[src/rtl/fifo_pkg.sv]
// Shared definitions for the async FIFO write-side blocks.
//   arb_state_t : write-port arbiter FSM states
//   FIFO_DATA_W : default FIFO data width
//   CTRL_ADDR / STAT_ADDR : register map addresses
//   FLUSH_BIT / EMPTY_BIT : bit positions within CTRL / STAT registers
package fifo_pkg;

  typedef enum logic [0:0] {
    ARB_IDLE,
    ARB_GRANT
  } arb_state_t;

  localparam int unsigned FIFO_DATA_W = 8;

  localparam logic [7:0] CTRL_ADDR = 8'h00;
  localparam logic [7:0] STAT_ADDR = 8'h01;

  localparam int unsigned FLUSH_BIT = 0;
  localparam int unsigned EMPTY_BIT = 0;

endpackage

[src/rtl/rr_pick.sv]
// Combinational round-robin picker.
// Searches req_i upward from ptr_i+1 (wrapping) and returns the first set index.
//   req_i    : request vector
//   ptr_i    : last-served index
//   winner_o : index of the selected requester (0 when none)
//   found_o  : high when any request is set
module rr_pick #(
  parameter int unsigned NUM_REQ = 4,
  parameter int unsigned IDX_W   = $clog2(NUM_REQ)
) (
  input  logic [NUM_REQ-1:0] req_i,
  input  logic [IDX_W-1:0]   ptr_i,
  output logic [IDX_W-1:0]   winner_o,
  output logic               found_o
);

  logic [IDX_W-1:0] idx;

  // Walk from the farthest offset down to ptr+1 so the nearest match is written last.
  always_comb begin
    found_o  = 1'b0;
    winner_o = '0;
    idx      = '0;
    for (int k = int'(NUM_REQ); k >= 1; k--) begin
      idx = IDX_W'((int'(ptr_i) + k) % int'(NUM_REQ));
      if (req_i[idx]) begin
        found_o  = 1'b1;
        winner_o = idx;
      end
    end
  end

endmodule

[src/rtl/fifo_wr_arbiter.sv]
// Round-robin arbiter sharing the FIFO write port among NUM_REQ producers.
// Grants one requester at a time for up to MAX_BURST beats; honours full and flush.
//   w_clk, w_rst         : write clock, synchronous active-high reset
//   req_valid/req_data   : per-requester stream in (lane i at [i*DATA_W +: DATA_W])
//   req_ready            : per-requester beat accepted (one-hot or zero)
//   full, flush          : FIFO full flag, control-register flush bit
//   write_enable/_data   : FIFO write strobe and data (data 0 when no beat)
//   grant_id, busy       : current/last grant, high while granting
//   beat_count           : per-requester 16-bit saturating beat counters, present only
//                          when FIFO_WR_ARB_STATS_EN is defined
module fifo_wr_arbiter
  import fifo_pkg::*;
#(
  parameter int unsigned NUM_REQ   = 4,
  parameter int unsigned DATA_W    = FIFO_DATA_W,
  parameter int unsigned MAX_BURST = 4
) (
  input  logic                        w_clk,
  input  logic                        w_rst,
  input  logic [NUM_REQ-1:0]          req_valid,
  input  logic [NUM_REQ*DATA_W-1:0]   req_data,
  output logic [NUM_REQ-1:0]          req_ready,
  input  logic                        full,
  input  logic                        flush,
  output logic                        write_enable,
  output logic [DATA_W-1:0]           write_data,
  output logic [$clog2(NUM_REQ)-1:0]  grant_id,
  output logic                        busy
`ifdef FIFO_WR_ARB_STATS_EN
  ,
  output logic [NUM_REQ*16-1:0]       beat_count
`endif
);

  localparam int unsigned IDX_W = $clog2(NUM_REQ);
  localparam int unsigned CNT_W = $clog2(MAX_BURST + 1);

  arb_state_t       state_q, state_d;
  logic [IDX_W-1:0] rr_ptr_q, rr_ptr_d;
  logic [IDX_W-1:0] grant_id_q, grant_id_d;
  logic [CNT_W-1:0] burst_cnt_q, burst_cnt_d;
  logic             beat;
  logic [IDX_W-1:0] pick_idx;
  logic             pick_found;
  logic [DATA_W-1:0] data_arr [NUM_REQ];

  for (genvar i = 0; i < NUM_REQ; i++) begin : g_lane
    assign data_arr[i] = req_data[i*DATA_W +: DATA_W];
  end

  rr_pick #(
    .NUM_REQ (NUM_REQ),
    .IDX_W   (IDX_W)
  ) u_rr_pick (
    .req_i    (req_valid),
    .ptr_i    (rr_ptr_q),
    .winner_o (pick_idx),
    .found_o  (pick_found)
  );

  always_comb begin
    state_d     = state_q;
    rr_ptr_d    = rr_ptr_q;
    grant_id_d  = grant_id_q;
    burst_cnt_d = burst_cnt_q;
    beat        = 1'b0;
    case (state_q)
      ARB_IDLE: begin
        // full does not block arbitration; only flush does.
        if (pick_found && !flush) begin
          state_d     = ARB_GRANT;
          grant_id_d  = pick_idx;
          burst_cnt_d = '0;
        end
      end
      ARB_GRANT: begin
        beat = req_valid[grant_id_q] && !full && !flush;
        if (beat) begin
          burst_cnt_d = burst_cnt_q + 1'b1;
        end
        // A full stall with valid held keeps the grant and the count.
        if (flush || !req_valid[grant_id_q] ||
            (beat && burst_cnt_q == CNT_W'(MAX_BURST - 1))) begin
          state_d     = ARB_IDLE;
          rr_ptr_d    = grant_id_q;
          burst_cnt_d = '0;
        end
      end
      default: state_d = ARB_IDLE;
    endcase
  end

  always_ff @(posedge w_clk) begin
    if (w_rst) begin
      state_q     <= ARB_IDLE;
      rr_ptr_q    <= IDX_W'(NUM_REQ - 1);
      grant_id_q  <= '0;
      burst_cnt_q <= '0;
    end else begin
      state_q     <= state_d;
      rr_ptr_q    <= rr_ptr_d;
      grant_id_q  <= grant_id_d;
      burst_cnt_q <= burst_cnt_d;
    end
  end

  always_comb begin
    write_enable = beat;
    req_ready    = beat ? (NUM_REQ'(1) << grant_id_q) : '0;
    write_data   = beat ? data_arr[grant_id_q] : '0;
    grant_id     = grant_id_q;
    busy         = (state_q == ARB_GRANT);
  end

`ifdef FIFO_WR_ARB_STATS_EN
  logic [15:0] cnt_q [NUM_REQ];
  logic [15:0] cnt_d [NUM_REQ];

  always_comb begin
    for (int i = 0; i < int'(NUM_REQ); i++) begin
      cnt_d[i] = cnt_q[i];
      if (flush) begin
        cnt_d[i] = '0;
      end else if (req_ready[i] && cnt_q[i] != 16'hFFFF) begin
        cnt_d[i] = cnt_q[i] + 16'd1;
      end
    end
  end

  always_ff @(posedge w_clk) begin
    for (int i = 0; i < int'(NUM_REQ); i++) begin
      if (w_rst) begin
        cnt_q[i] <= '0;
      end else begin
        cnt_q[i] <= cnt_d[i];
      end
    end
  end

  for (genvar i = 0; i < NUM_REQ; i++) begin : g_stat
    assign beat_count[i*16 +: 16] = cnt_q[i];
  end
`endif

endmodule

[config.mk]
export PLATFORM = sky130hd
export DESIGN_NAME = fifo_wr_arbiter
export DESIGN_NICKNAME = d
export VERILOG_FILES = /design/src/rtl/fifo_pkg.sv /design/src/rtl/rr_pick.sv /design/src/rtl/fifo_wr_arbiter.sv
export SDC_FILE = /design/constraint.sdc
export NUM_CORES = 1
export LEC_CHECK = 0
export CAP_MARGIN = 20
export CORE_MARGIN = 3
export CORE_UTILIZATION = 35
export DETAILED_ROUTE_END_ITERATION = 10
export PLACE_DENSITY = 0.8
export SYNTH_ARGS = -nofsm -noshare
export SYNTH_HDL_FRONTEND = slang
export SYNTH_SLANG_ARGS = --single-unit
export TNS_END_PERCENT = 30
[constraint.sdc]
create_clock -name w_clk -period 1.9 [get_ports w_clk]
set_input_delay 0.38 -clock w_clk [delete_from_list [all_inputs] [get_ports w_clk]]
set_output_delay 0.38 -clock w_clk [all_outputs]
set_load 0.05 [all_outputs]
==> flow_summary.ini, run 1 <==
[synth]
ys_types = 31
yosys_warnings = 0
synth.largest_area_cell = dfxtp_1
avgSynthCellArea_sq_um = 9.55
synth_area_sq_um = 802
seq_area_frac_synth_pct = 20.0
synthCells = 84
synth-seq-cells = 8
synthesis.nets = 126
synth_area_leaders = dfxtp_1, mux4_2, mux4_1, and3_1, buf_6
synth_top_area_share_pct = 20.0

[route]
dr.pass1.iters = 4
ant_nets = 0
dr_wl_met2_mm = 1.74
met3_length_um = 314
vias = 1010
drt-met1-wl_mm = 1.39
top_layer = met4
avgViaCountPerCell = 5.58
wl_mm = 3.46
drt_iter0_markers = 22
drcViolationCount = 0
post_drt_wl_per_cell_um = 19.1

[global_route]
grt_start_max_net_pins = 16
grt_antenna_before_repair = 0
grt_util_all_layers_pct = 25.1
grt_pass1_vias = 1025
grt_pass1_wl_mm = 5.18
grt_overflow = 0

[power]
ir_drop_v = 0.000620
power_density_nw_per_um2 = 386
p_leak_nw = 0.668

[outcome]
status = finished, violations left
violations = negative setup slack

[placed_design]
dp_slack_ns = -0.293
numPortBuffers = 55
placedCellCount = 171
gp_congestion = 0.837

[sta]
fin_hold_ws_ns = 0.487
max_freq_mhz = 485
hold_viol_final = 0
tns_ns = -1.33
worst_slack_ns = -0.162
fin_crit_ns = 2.06
relSlewSlack_pct = 75.5
clock_skew_ns = 0.0125
final_max_slew_viol_count = 0
finalSetupViolCount = 12
fin_crit_sh_pct = 109
grt_setup_unrepaired = true
worstMarginPinSlew_ns = 0.365

[clock_network]
clk_transition_reported_paths_ns = 0.06
cts_tree = done
cts_max_level = 1
cts_buffers = 3
clock-root-buffer = clkbuf_4
clk_latency_ns = 0.26
cts.sinks = 8
clk_path_buf_depth = 2
hold_buffers = 0

[cells_and_area]
layout.cells.non_filler = 181
syn_to_final_growth_pct = 108
num_antenna_cells = 0
finalNetCount = 198
drive_gt1_share_pct = 44.2
finish.utilization_pct = 81.1

[critical_path]
cp-end-kind = primary output
crit_fanout = 1
cp_data_required_time_ns = 1.52
worstSetupStartpointType = input port
cp.arrival_ns = 1.68
slowest_delay_ns = 0.52
cpMaxStageDelayCell = mux4_2
path_cells = clkdlybuf4s50_1 > mux4_2 > and3_4 > buf_6
crit_type = in2out

[min_path]
min_path_type = reg2reg

[die]
dieArea_sq_um = 2900
core_sq_um = 2060
rows = 16
start_util_pct = 38.9
die_w_um = 53.9
pin_count = 56
die_h_um = 53.9

[run]
cap_violations = 0
path summary, 6_finish.rpt:
path,startpoint,to,slack (ns),depth (start not counted)
max reg2reg,grant_id[0],burst_cnt_q[0],-0.06,7
min reg2reg,burst_cnt_q[1],burst_cnt_q[1],0.49,1
max,req_data[24],write_data[0],-0.16,4
min,burst_cnt_q[1],burst_cnt_q[1],0.49,1
critical path: cells and delay by family:
kind / cells / cell delay (ns)
buffers and inverters: 2 / 0.57
multiplexers: 1 / 0.52
AND/OR/NAND/NOR: 1 / 0.21
layer usage:
metal,vias to the layer above,GRT usage [%]
met4,0,2.55
met3,4,6.37
li1,466,-
met2,59,44.6
met5,-,0
met1,481,31.3
final cells by class:
cell class              instances  area, sq um
inverters                       5         18.8
fillers                       119          390
well taps                      27         33.8
multi-input cells              66          681
repair buffers                 72          747
flip-flops and latches          8          169
clock buffers                   3         22.5
where the power goes:
part / total [W] / leakage, nW / internal (W) / switching, W
combinational: 0.000321 / 0.587 / 0.000192 / 0.000129
clock: 0.000128 / 0.0138 / 0.0000721 / 0.0000556
sequential: 0.000197 / 0.0671 / 0.000177 / 0.0000194
total: 0.000645 / 0.668 / 0.000441 / 0.000204
logic make-up after synthesis:
group | after synthesis | synth area share, %
and+or+nand+nor | 38 | 27.1
buffers and inverters | 11 | 8.11
AOI/OAI and AO/OA | 15 | 13.1
DFF | 8 | 20.0
muxes | 10 | 28.5
adders and majority gates | 2 | 3.12
Yosys cell counts:
| master | count |
|---|---|
| inv_1 | 5 |
| a31oi_1 | 2 |
| dfxtp_1 | 8 |
| nand4_1 | 2 |
| nand2_1 | 7 |
| o22ai_1 | 1 |
| buf_6 | 3 |
| nor2b_1 | 2 |
| nor3_1 | 1 |
| and3_1 | 8 |
| or3_1 | 1 |
| a211o_1 | 2 |
| clkbuf_1 | 1 |
| a22o_1 | 2 |
| nand2b_1 | 5 |
| o21bai_1 | 1 |
| a21oi_1 | 4 |
| mux2_2 | 1 |
| mux4_1 | 4 |
| buf_2 | 1 |
| a21bo_2 | 1 |
| a221oi_1 | 1 |
| ha_1 | 2 |
| nor3b_1 | 2 |
| nor4_1 | 2 |
| o21ai_0 | 1 |
| buf_1 | 1 |
| nor2_1 | 6 |
| nand2_2 | 1 |
| mux4_2 | 5 |
| nand3_4 | 1 |
cells in the final DEF, fill, tap and decap left out, types with 3 or more instances in the layout:
| master | n |
|---|---|
| clkdlybuf4s50_1 | 33 |
| buf_4 | 17 |
| buf_6 | 9 |
| mux4_2 | 8 |
| and3_4 | 8 |
| nand2_1 | 6 |
| dlygate4sd2_1 | 6 |
| buf_12 | 6 |
| dfxtp_1 | 5 |
| nand2b_1 | 4 |
| inv_1 | 4 |
| nor2_1 | 3 |
| a21oi_1 | 3 |
| clkbuf_4 | 3 |
through the flow:
stage	area, sq um	power, W
floorplan	852	0.000333
global placement	1480	0.000451
detailed placement	1480	0.000457
CTS	1660	0.000633
global route	1670	0.000672
finish	1670	0.000645
timing repair:
action	in CTS	in global routing
gates cloned	1	0
gates resized for setup	29	5
buffers inserted	5	1
pin swaps	11	3
endpoints found under the setup margin	13	12
registers in the layout, indices dropped and copies added, names as in the netlist:
name,count
burst_cnt_q,3
rr_ptr_q,2
grant_id,2
busy,1
No activity file was read; power rests on OpenSTA's default activity.
==> inputs of run 2 (changes only) <==
--- a/config.mk
+++ b/config.mk
@@ -6,6 +6,7 @@
 export NUM_CORES = 1
 export LEC_CHECK = 0
 export CAP_MARGIN = 20
+export CORE_ASPECT_RATIO = 0.8
 export CORE_MARGIN = 3
 export CORE_UTILIZATION = 35
 export DETAILED_ROUTE_END_ITERATION = 10
==> flow_summary.ini, run 2 (synthesis results as in run 1) <==
[route]
drt_iter0_markers = 43
vias = 990
wl_mm = 3.53
ant_nets = 0
avgViaCountPerCell = 5.66
post_drt_wl_per_cell_um = 20.2
drcViolationCount = 0
dr.pass1.iters = 4

[min_path]
min_from = burst_cnt_q[2]
hold_path_end = burst_cnt_q[2]
min_path_type = reg2reg
whs_path_depth = 1

[sta]
fin_crit_ns = 2.02
worstMarginPinSlew_ns = 0.335
tns_ns = -0.878
worst_slack_ns = -0.122
finalSetupViolCount = 10
final_max_slew_viol_count = 0
relSlewSlack_pct = 77.4
max_freq_mhz = 495
grt_setup_unrepaired = true
fin_crit_sh_pct = 106
fin_hold_ws_ns = 0.476
hold_viol_final = 0
clock_skew_ns = 0.00428

[critical_path]
crit_type = reg2out
crit_fanout = 7
worstReg2RegStart = grant_id[0]
critPathBufInv = 2
worstRegToRegCells = 6
crit_path_frequent_cell = buf_12
path_cells = buf_12 > mux4_2 > and3_4 > buf_12
crit_family = multiplexers
cp.arrival_ns = 1.64
slowest_delay_ns = 0.51
rr_endpoint = burst_cnt_q[0]
cp-end-kind = primary output
worstSetupStartpointType = register
r2r_setup_slack_ns = 0.01
cpMaxStageDelayCell = mux4_2
cp_data_required_time_ns = 1.52

[clock_network]
clk_path_buf_depth = 2
hold_buffers = 0
clk_latency_ns = 0.25
cts.sinks = 8
cts_buffers = 3
clock-root-buffer = clkbuf_4
cts_max_level = 1
clk_transition_reported_paths_ns = 0.06
cts_tree = done

[placed_design]
gp_congestion = 0.866
dp_hpwl_mm = 2.24
dp_slack_ns = -0.355
numPortBuffers = 55

[cells_and_area]
layout_commonest_cell = clkdlybuf4s50_1
largest_register_ffs = 3
seqCellArea_sq_um = 169
drive_gt1_share_pct = 43.0
num_antenna_cells = 0
regMostFlops = burst_cnt_q
finalNetCount = 195
syn_to_final_growth_pct = 104
layout_common_cells = clkdlybuf4s50_1, buf_4, mux4_2, dlygate4sd2_1, and3_4
num-fill-cells = 120
multi_input_area_sq_um = 664

[die]
die_w_um = 59.5
die_h_um = 48.8
pin_count = 56
rows = 14
dieArea_sq_um = 2910
start_util_pct = 39.8
core_sq_um = 2010

[global_route]
grt_start_max_net_pins = 14
grt_pass1_vias = 1026
grt_overflow = 0
grt_util_all_layers_pct = 25.4
grt_pass1_wl_mm = 5.49
grt_antenna_before_repair = 0

[power]
p_leak_nw = 0.652
ir_drop_v = 0.000306
power_density_nw_per_um2 = 384

[outcome]
violations = negative setup slack
status = finished, violations left

[run]
cap_violations = 0
[run 2: cell count changes in the layout (fill, tap and decap cells not counted), sizes merged]
| cell | before | now |
|---|---|---|
| clkdlybuf4s50 | 33 | 30 |
| buf | 33 | 30 |
| dlygate4sd2 | 6 | 9 |
[run 2: stage by stage]
stage / power [W] / std cells / util (%) / area, sq um
global placement: 0.000457 / 169 / 74.8 / 1510
finish: 0.000628 / 175 / 81.2 / 1640
global route: 0.000664 / 175 / 81.2 / 1640
floorplan: 0.000333 / 84 / - / 852
CTS: 0.000625 / 175 / 81.1 / 1630
detailed placement: 0.000465 / 169 / 74.8 / 1510
[run 2: worst max-delay path by stage]
stage                 startpoint       endpoint  cells past startpoint
CTS                  grant_id[0]  write_data[3]                      4
floorplan            grant_id[0]  write_data[4]                      4
finish               grant_id[0]  write_data[3]                      4
global route         grant_id[0]  write_data[1]                      4
detailed placement  req_valid[3]  write_data[1]                      4
global placement    req_valid[3]  write_data[5]                      4
[run 2: area by class of cell]
cell class                      instances  area share (%)
Clock buffer                            3            1.38
Inverter                                5            1.15
Multi-Input combinational cell         66            40.6
Sequential cell                         8            10.3
Tap cell                               24            1.83
Timing Repair Buffer                   69            44.7
[run 2: what timing repair did]
item	CTS	global route
setup buffers	2	0
pin swaps	11	1
resized for setup	37	1
gates cloned	1	0
setup endpoints to repair	13	13
[run 2: layer usage]
metal  track usage (%)  share of wire [%]  up-vias
met5                 0                  0        -
met4              4.43               0.23        0
met1              33.0                 42      471
li1                  -                  -      461
met2              43.3                 48       56
met3              5.56                9.7        2
[run 2: worst reg2reg max path, delay by kind of cell, from the launching register on]
kind / cells / cell delay (ns)
compound gates: 1 / 0.08
buf+inv: 2 / 0.31
mux: 2 / 0.87
simple gates: 1 / 0.10
flops: 1 / 0.42
[run 2: where the power goes]
part / total (W) / leakage [nW] / internal (W) / switching (W)
clock network: 0.000133 / 0.0138 / 0.0000725 / 0.0000602
registers: 0.000194 / 0.0671 / 0.000177 / 0.0000172
logic: 0.000301 / 0.572 / 0.000175 / 0.000126
